## config.mk

```make
export PLATFORM = sky130hd
export DESIGN_NAME = reset_seq_pipe
export DESIGN_NICKNAME = d
export VERILOG_FILES = /design/src/rtl/reset_seq_pipe.sv
export SDC_FILE = /design/constraint.sdc
export NUM_CORES = 1
export LEC_CHECK = 0
export ABC_AREA = 0
export BUFFER_PORTS_ARGS = -buffer_cell sky130_fd_sc_hd__buf_2
export CORE_UTILIZATION = 55
export DETAILED_ROUTE_END_ITERATION = 8
export GPL_TIMING_DRIVEN = 0
export HOLD_SLACK_MARGIN = 0.06
export PLACE_DENSITY_LB_ADDON = 0.15
export SLEW_MARGIN = 5
export SYNTH_ARGS = -nofsm -noshare
export SYNTH_HDL_FRONTEND = slang
export SYNTH_SLANG_ARGS = --single-unit
```

## constraint.sdc

```tcl
create_clock -name clk -period 2.7 [get_ports clk]
set_clock_uncertainty 0.05 [all_clocks]
set_input_delay 0.405 -clock clk [delete_from_list [all_inputs] [get_ports clk]]
set_output_delay 0.405 -clock clk [all_outputs]
set_load 0.005 [all_outputs]
```

## src/rtl/reset_seq_pipe.sv

```systemverilog
// Staggered reset release sequencer: synchronises the pin reset, holds, then releases N_OUT resets in order.
// Optional RST_SEQ_SW_ACK_EN adds a one-cycle sw_rst_ack pulse when a software-initiated sequence completes.
//
// state   | meaning
// --------+----------------------------------------------------------
// SYNC    | shifting 1s through the synchroniser after pin release
// HOLD    | all outputs asserted, counting MIN_HOLD edges
// RELEASE | releasing outputs 1..N_OUT-1, one every STAGGER edges
// DONE    | every output released, waiting for a software request
module reset_seq_pipe #(
  parameter int SYNC_STAGES = 2,
  parameter int MIN_HOLD    = 4,
  parameter int STAGGER     = 3,
  parameter int N_OUT       = 3
) (
  input  logic             clk,
  input  logic             async_in_rst,
  input  logic             sw_rst_req,
  output logic [N_OUT-1:0] sync_out_rst,
  output logic             rst_done
`ifdef RST_SEQ_SW_ACK_EN
  ,
  output logic             sw_rst_ack
`endif
);

  localparam int CNT_MAX = (MIN_HOLD > STAGGER) ? MIN_HOLD : STAGGER;
  localparam int CW      = $clog2(CNT_MAX) + 1;
  localparam int IW      = $clog2(N_OUT) + 1;

  localparam logic [CW-1:0] HOLD_LAST = CW'(MIN_HOLD - 1);
  localparam logic [CW-1:0] STAG_LAST = CW'(STAGGER - 1);
  localparam logic [IW-1:0] IDX_LAST  = IW'(N_OUT - 1);

  typedef enum logic [1:0] {
    SYNC    = 2'd0,
    HOLD    = 2'd1,
    RELEASE = 2'd2,
    DONE    = 2'd3
  } state_e;

  state_e                 state_q, state_d;
  logic [SYNC_STAGES-1:0] chain_q, chain_d;
  logic [CW-1:0]          cnt_q, cnt_d;
  logic [IW-1:0]          idx_q, idx_d;
  logic [N_OUT-1:0]       out_q, out_d;
  logic                   done_q, done_d;
  logic                   sw_take;

`ifdef RST_SEQ_SW_ACK_EN
  logic pend_q, pend_d;
  logic ack_q, ack_d;
`endif

  // Requests are only honoured once the synchroniser has released.
  assign sw_take = sw_rst_req && (state_q != SYNC);

  always_comb begin
    chain_d = {chain_q[SYNC_STAGES-2:0], 1'b1};
    state_d = state_q;
    cnt_d   = cnt_q;
    idx_d   = idx_q;
    out_d   = out_q;
    done_d  = done_q;

    if (sw_take) begin
      state_d = HOLD;
      cnt_d   = '0;
      idx_d   = '0;
      out_d   = '0;
      done_d  = 1'b0;
    end else begin
      case (state_q)
        SYNC: begin
          if (chain_d[SYNC_STAGES-1]) begin
            state_d = HOLD;
            cnt_d   = '0;
          end
        end
        HOLD: begin
          if (chain_q[SYNC_STAGES-1]) begin
            if (cnt_q == HOLD_LAST) begin
              out_d[0] = 1'b1;
              cnt_d    = '0;
              if (N_OUT == 1) begin
                state_d = DONE;
                done_d  = 1'b1;
              end else begin
                state_d = RELEASE;
                idx_d   = IW'(1);
              end
            end else begin
              cnt_d = cnt_q + 1'b1;
            end
          end
        end
        RELEASE: begin
          if (cnt_q == STAG_LAST) begin
            for (int i = 1; i < N_OUT; i++) begin
              if (idx_q == IW'(i)) out_d[i] = 1'b1;
            end
            cnt_d = '0;
            if (idx_q == IDX_LAST) begin
              state_d = DONE;
              done_d  = 1'b1;
            end else begin
              idx_d = idx_q + 1'b1;
            end
          end else begin
            cnt_d = cnt_q + 1'b1;
          end
        end
        default: ;
      endcase
    end
  end

`ifdef RST_SEQ_SW_ACK_EN
  // Pending flag distinguishes software-started sequences from pin power-up.
  always_comb begin
    pend_d = pend_q;
    ack_d  = 1'b0;
    if (sw_take) begin
      pend_d = 1'b1;
    end else if (done_d && !done_q && pend_q) begin
      ack_d  = 1'b1;
      pend_d = 1'b0;
    end
  end
`endif

  always_ff @(posedge clk or negedge async_in_rst) begin
    if (!async_in_rst) begin
      state_q <= SYNC;
      chain_q <= '0;
      cnt_q   <= '0;
      idx_q   <= '0;
      out_q   <= '0;
      done_q  <= 1'b0;
`ifdef RST_SEQ_SW_ACK_EN
      pend_q  <= 1'b0;
      ack_q   <= 1'b0;
`endif
    end else begin
      state_q <= state_d;
      chain_q <= chain_d;
      cnt_q   <= cnt_d;
      idx_q   <= idx_d;
      out_q   <= out_d;
      done_q  <= done_d;
`ifdef RST_SEQ_SW_ACK_EN
      pend_q  <= pend_d;
      ack_q   <= ack_d;
`endif
    end
  end

  assign sync_out_rst = out_q;
  assign rst_done     = done_q;
`ifdef RST_SEQ_SW_ACK_EN
  assign sw_rst_ack   = ack_q;
`endif

endmodule

```

Yosys cells after proc, flatten, opt, wreduce, memory -nomap -nowiden:

Cells that the tools add are included.

* register bits: 14
* bits of input ports: 3
* output and inout port bits: 4
* word-level logic and storage cells: 70

* $add $sub $neg: 2
* equality and inequality tests: 12
* mux-type cells: 30
* reduce and logical (&&, ||, !) cells: 18

Operators by type and width (count)
* $mux 3: 11
* $ne 3x3->1 const B: 6
* $mux 2: 8
* $reduce_bool 2->1: 8
* $reduce_and 3->1: 4
* $eq 3x2->1 const B: 3
* $pmux 3 s3: 1
* $mux 1: 8
* $add 3x1->3 const B: 2
* $pmux 2 s3: 1
* $pmux 3 s2: 1
* $reduce_and 6->1: 1
* $reduce_and 5->1: 1
* $reduce_bool 4->1: 1
* $eq 3x1->1 const B: 1
* $reduce_bool 3->1: 1
* $eq 2x1->1 const B: 1
* $eq 2x2->1 const B: 1
* $logic_not 2->1: 1
* $logic_and 1x1->1: 1

Depth between registers and ports, before layout:

Gate-level depths: netlist of run 1.

* word-level depth: 5
* gate-level depth with buffers: 7
* depth with buffers taken out: 7

Worst setup path before layout of run 1:

Ideal clock, no wire load.

* kind: flip-flop to flip-flop
* start point: register state_q[1]
* end point: register state_q[0]
* setup time: 0.121 ns
* data arrival time: 1.708 ns
* data required time: 2.529 ns
* slack: 0.821 ns
* stages on the path, launching flop included: 8
* path buffers: 0
* period minus slack after synthesis: 1.879 ns
* cells stage by stage: dfrtp_1 -> inv_1 -> ha_1 -> inv_2 -> o21ai_1 -> a221o_2 -> or2_1 -> o22a_1

* word-level cells in the longest chain between the ends: 4
* elaborated cells between the ends (all ways): 14
* those cells by class: 7 x eq/ne; 2 x mux; 5 x reduce/logical

Ends and longest elaborated chain
* start: declaration: line 42 `state_e state_q, state_d;`
* start signal: assignment: line 145 `state_q <= state_d;`
* $reduce_bool 2->1: line 56 `assign sw_take = sw_rst_req && (state_q != SYNC);`
* $logic_and 1x1->1: line 56
* $ne 3x3->1 (no line) or $reduce_bool 4->1 (tied branches)
* $reduce_and 6->1 (no line)

Several ways; a longest one is shown, not always the timed one.
A chain may end at the register's enable or synchronous reset.

Final worst setup path of run 1:

* start point: register state_q[1]
* end point: register idx_q[0]

* word-level cells in the longest chain between the ends: 4
* elaborated cells between the ends (all ways): 12
* those cells by class: 6 x eq/ne; 2 x mux; 4 x reduce/logical

Ends and longest elaborated chain
* $reduce_bool 2->1: line 56
* $logic_and 1x1->1: line 56
* $ne 3x3->1 (no line) or $reduce_bool 3->1 (tied branches)
* $reduce_and 5->1 (no line)
* end signal: assignment: line 148 `idx_q <= idx_d;`
* end: declaration: line 45 `logic [IW-1:0] idx_q, idx_d;`

Several ways; a longest one is shown, not always the timed one.

==> metrics, run 1 <==
post-synthesis adder-cell area fraction=0.169; die width=between 40 and 50 µm; row count=14; P_leak=0.460 nW; Critical Path Fanout Max=6; postcts setup bufs=0; Final Setup Violations=0; arrival time at the worst endpoint=approximately 2.3 ns; Slew Viols, Final=0; post-synthesis simple-gate area fraction=0.156; I/O Buffers=6; Tot GR Track Use=0.201; detailed placement HPWL=1.24 mm; Detail Route Antenna Nets=0; hold_buf cts=1; Distinct cells, synth=31; CTS sink cnt=13; slowest CP cell=a221oi_1; synthesized area=between 800 and 900 µm²; Synth Area in Compound Gates=0.199; Seq/Total Area, Yosys=0.366; Vias=684; # IOs=7; CTS root buffer=clkbuf_4; initial core utilization=0.590; XOR/XNOR share of the synthesized area=0; setup TNS=0 ns; mux contribution to synthesized area=0.0338; WHS=~0.34 ns; number of flops mapped to enable cells by yosys=0; final worst-path cycle share=0.817; CTS resizes=0; HP Class=flip-flop to flip-flop; 1st-pass router iterations=6; first-pass GRT wire length=approximately 2.7 mm; pin count of the biggest net entering global routing=14; max_cap viols=0; crit-path cells=inv_1, ha_1, inv_2, mux2i_1, a221oi_1, o21ai_0, o21a_1; Top Layer Used=met4; post-route setup slack=roughly 0.49 ns; max_slew headroom=0.548; crit end category=flip-flop; P&R area growth vs syn=9.72%; number of global-route vias before repair=~600; clk slew on worst S/H paths=roughly 0.08 ns; worst endpoint required time=2.81 ns; Die Ht=42.2 µm; antenna cell count=0; Final #Nets=124; DRC=0; share of layout cells above drive strength 1=0.148; Hold Vio Cnt, Final=0; Met1 Routed Length=approximately 840 µm; gpl congestion=0.952; CP Class=flip-flop to flip-flop; grt total ovfl=0; status=finished clean; clock latency at the later pin of the worst-skew pair=about 0.27 ns; Detail Route met3 WL=approximately 47 µm; minimum clock period=~2.2 ns; Peak VDD IR=0.433 mV; initial antenna violation count=0; vias per cell=~5.5; Synth Instances=between 90 and 100; Avg Synthesized Cell Area=9.16 µm²; largest family of logic cells by synthesized area=compound AO/OA/AOI/OAI gates; TritonCTS clock tree=done; worst-margin pin slew=between 0.6 and 0.7 ns; Clock Path Buffers=2; wire length per cell=about 13 µm; fmax=453 MHz; met2 wire len=roughly 700 µm; Buf/Inv on CP=2; Post-Syn Nets=approximately 110; total power draw=between 800 and 900 µW; Primary FF master, synth=dfrtp_1; PwrDens=around 830 mW/mm²; register bit total from synthesis=13; CP top delay family=compound AO/OA/AOI/OAI gates; cell area after placement=approximately 940 µm²; CTS H-tree depth=1; Worst path max stage delay=roughly 0.60 ns; final instance area=roughly 970 µm²; initial DRC count=20; total CTS buffers=3; CP startpoint kind=flip-flop; final WL=~1.6 mm; ys async rst share=1.00; die area=0.00178 mm²; Core Area=approximately 0.0015 mm²; unrepaired setup endpoints after global routing=no; Ys Warns=0; Place WS=between 0.5 and 0.6 ns
through the flow:
stage,util,std cells
floorplan,-,97
global placement,0.623,119
detailed placement,0.623,119
CTS,0.647,124
global route,0.647,124
finish,0.647,124
flip-flops by register name, summed over array words and instances, names as in the netlist:
register / flops
chain_q: 2
state_q: 2
idx_q: 3
sync_out_rst: 3
cnt_q: 3
layout make-up:
type,instances,area (µm²)
Fill cell,132,532
Multi-Input combinational cell,70,499
Sequential cell,13,325
Inverter,12,45.0
Timing Repair Buffer,7,40.0
Clock buffer,4,26.3
Tap cell,16,20.0
Buffer,2,18.8
Yosys cell counts, drive strengths merged (2+ instances only):
cell / n / area (µm²)
o22ai: 2 / 12.5
o21ai: 6 / 30.0
inv: 12 / 45.0
nor2: 9 / 33.8
nand2b: 3 / 26.3
a21oi: 7 / 35.0
nand2: 9 / 33.8
o22a: 2 / 17.5
dfrtp: 13 / 325
ha: 12 / 150
mux2i: 3 / 30.0
buf: 2 / 18.8
nor3: 2 / 10.0
o31ai: 2 / 15.0
routing by layer:
layer  up-vias  GRT usage
met3         2     0.0517
met1       311      0.290
met5         -          0
met2        13      0.308
met4         0     0.0375
li1        358          -
cell usage in the layout, fill, tap and decap left out, drive strengths merged:
cell         count
a21o             1
a21oi            7
a221o            1
a221oi           1
a2bb2oi          1
a31oi            1
a41oi            1
buf              8
clkbuf           4
conb             1
dfrtp           13
dlygate4sd3      1
ha              12
inv             12
mux2i            3
nand2            9
nand2b           3
nand4            1
nor2             9
nor2b            1
nor3             2
nor4             1
o21a             1
o21ai            6
o22a             2
o22ai            2
o31ai            2
or2              1
or4b             1
report_power, final:
group | total [mW] | switching (mW) | leakage (nW) | internal [mW]
Combinational | 0.407 | 0.229 | 0.277 | 0.178
Sequential | 0.286 | 0.0465 | 0.168 | 0.239
Clock | 0.119 | 0.0618 | 0.0150 | 0.0572
path summary, 6_finish.rpt:
path,start,to,cells after the start,slack (ns)
worst max-delay path,state_q[1]$_DFFE_PN0P_,idx_q[0]$_DFFE_PN0P_,7,0.49
worst min-delay path,chain_q[0]$_DFF_PN0_,chain_q[1]$_DFF_PN0_,0,0.34
worst max register to register,state_q[1]$_DFFE_PN0P_,idx_q[0]$_DFFE_PN0P_,7,0.49
worst min register to register,chain_q[0]$_DFF_PN0_,chain_q[1]$_DFF_PN0_,0,0.34
max in group asynchronous,async_in_rst,chain_q[1]$_DFF_PN0_,2,1.89
min in group asynchronous,async_in_rst,cnt_q[1]$_DFFE_PN0P_,2,0.49
cell families (layout without fill, tap and decap cells):
kind of cell | after synthesis | in the layout
compound gates | 26 | 26
fa+ha+maj | 12 | 12
flops | 13 | 13
other cells | 1 | 1
simple gates | 28 | 28
buf+inv | 14 | 25
mux | 3 | 3
No activity file was read; power rests on OpenSTA's default activity.
==> inputs of run 2 (changes only) <==
==> constraint.sdc (replaced) <==
create_clock -name clk -period 2.2 [get_ports clk]
set_clock_uncertainty 0.05 [all_clocks]
set_input_delay 0.33 -clock clk [delete_from_list [all_inputs] [get_ports clk]]
set_output_delay 0.33 -clock clk [all_outputs]
set_load 0.005 [all_outputs]
==> run 2 against run 1 <==
  * Power increased by 27%
  * Hold slack lost 0.0022 ns
  * Count of clock-buffer cells in the layout unchanged
  * Non-clock buffer count unchanged
  * Critical path depth unchanged
  * Via count increased by 1.9%
  * Clock power up 24%
  * Sequential share of layout area is 0.67 points lower
  * Sequential power is 23% higher
  * Combinational power up 31%
  * Fmax increased by 7.0%
  * Design area rose by 2.1%
  * Critical path type unchanged
  * Largest power group unchanged
==> metrics, run 2 (synthesis results as in run 1) <==
initial core utilization=0.590; row count=14; unrepaired setup endpoints after global routing=no; clock latency at the later pin of the worst-skew pair=around 0.27 ns; first-pass GRT wire length=2.75 mm; P_leak=around 0.46 nW; clock share of power=0.143; 1st-pass router iterations=4; Clock Path Buffers=2; I/O Buffers=6; Worst path max stage delay=approximately 0.45 ns; Buf/Inv on CP=2; pin count of the biggest net entering global routing=14; antenna cell count=0; final WL=1.69 mm; most frequent cells in the layout=dfrtp_1 (13), inv_1 (11), ha_1 (11); CP startpoint kind=flip-flop; minimum clock period=around 2.1 ns; CTS H-tree depth=1; DRC=0; status=finished clean; Core Area=about 0.0015 mm²; switch share=0.417; fin util=0.660; number of global-route vias before repair=610; slowest CP cell=a221o_2; CTS sink cnt=13; CTS root buffer=clkbuf_4; P_int=602 µW; Final Setup Violations=0; Final #Nets=around 120; CP Class=flip-flop to flip-flop; grt total ovfl=0; initial antenna violation count=0; wire length per cell=approximately 14 µm; Vias=roughly 700; detailed placement HPWL=1.24 mm; Tot GR Track Use=0.201; Peak VDD IR=between 0.5 and 0.6 mV; Critical Path Fanout Max=8; commonest non-fill, non-tap cell in the layout=dfrtp_1; crit-path cells=inv_1, ha_2, inv_2, o21ai_1, a221o_2, or2_1, o22a_1; arrival time at the worst endpoint=between 2 and 2.5 ns; postcts setup bufs=0; Slew Viols, Final=0; total CTS buffers=3; Hold Vio Cnt, Final=0; post-route setup slack=roughly 0.14 ns; Logic pwr share=0.516; Place WS=0.0532 ns; fmax=a little under 500 MHz; crit end category=flip-flop; die width=around 42 µm; CP top delay family=compound AO/OA/AOI/OAI gates; clk slew on worst S/H paths=about 0.080 ns; P&R area growth vs syn=12.0%; worst endpoint required time=about 2.3 ns; Sequential Power Share=0.341; # IOs=7; HP Class=flip-flop to flip-flop; vias per cell=5.62; Detail Route Antenna Nets=0; setup TNS=0 ns; share of layout cells above drive strength 1=0.167; Die Ht=about 42 µm; PwrDens=between 1000 and 1500 mW/mm²; final std cells w/o fill=between 100 and 150; max_cap viols=0; TritonCTS clock tree=done; # placed instances=119; switching pwr=~430 µW; initial DRC count=21; final worst-path cycle share=0.937; die area=around 0.0018 mm²; gpl congestion=roughly 0.95
-- run 2: cell counts in the layout (fill, tap and decap cells not counted) --
No cell type changed its count.
-- run 2: per-stage QoR --
| stage | power, mW | hold slack, ns | instance area (µm²) |
|---|---|---|---|
| 5_1_grt | 1.12 | 0.354 | 995 |
| 3_5_place_dp | 0.851 | 0.184 | 938 |
| 6_report | 1.03 | 0.336 | 995 |
| 4_1_cts | 1.00 | 0.344 | 975 |
| 3_3_place_gp | 0.840 | 0.180 | 938 |
| 2_1_floorplan | 0.733 | -0.0156 | 888 |
-- run 2: cell type report --
type | instances | area (µm²)
clock buffers | 4 | 26.3
flip-flops and latches | 13 | 325
plain buffers | 2 | 18.8
multi-input cells | 70 | 519
repair buffers | 7 | 40.0
fillers | 132 | 512
inverters | 12 | 45.0
well taps | 16 | 20.0
-- run 2: timing repair --
| action | in CTS | in global routing |
|---|---|---|
| resized for setup | 0 | 3 |
| hold endpoints to repair | 13 | 0 |
| endpoints found under the setup margin | 0 | 4 |
| hold buffers | 1 | 0 |
-- run 2: worst reg2reg max path: stages, from the launching register on --
cell	delay (ns)
dfrtp_1	0.40
inv_1	0.14
ha_2	0.24
inv_2	0.13
o21ai_1	0.09
a221o_2	0.45
or2_1	0.27
o22a_1	0.18
-- run 2: routing by layer --
metal  wire (µm)  vias up  GRT usage
li1            -      357          -
met1         855      324      0.290
met2         774       16      0.308
met3          58        0     0.0517
met4           0        0     0.0375
met5           0        -          0
-- run 2: worst paths after layout --
kind / start / end / slack, ns / cells past startpoint
setup / recovery: state_q[1]$_DFFE_PN0P_ / state_q[0]$_DFFE_PN0P_ / 0.14 / 7
hold / removal: chain_q[0]$_DFF_PN0_ / chain_q[1]$_DFF_PN0_ / 0.34 / 0
setup reg to reg: state_q[1]$_DFFE_PN0P_ / state_q[0]$_DFFE_PN0P_ / 0.14 / 7
hold reg to reg: chain_q[0]$_DFF_PN0_ / chain_q[1]$_DFF_PN0_ / 0.34 / 0
max in group asynchronous: async_in_rst / idx_q[0]$_DFFE_PN0P_ / 1.46 / 2
min in group asynchronous: async_in_rst / cnt_q[2]$_DFFE_PN0P_ / 0.41 / 2
-- run 2: power by group through the flow --
stage,clock (mW),combinational (mW),sequential [mW]
after floorplan,0,0.388,0.345
after global placement,0,0.488,0.353
after detailed placement,0,0.495,0.356
after CTS,0.153,0.497,0.351
after global routing,0.162,0.592,0.362
final,0.148,0.532,0.352
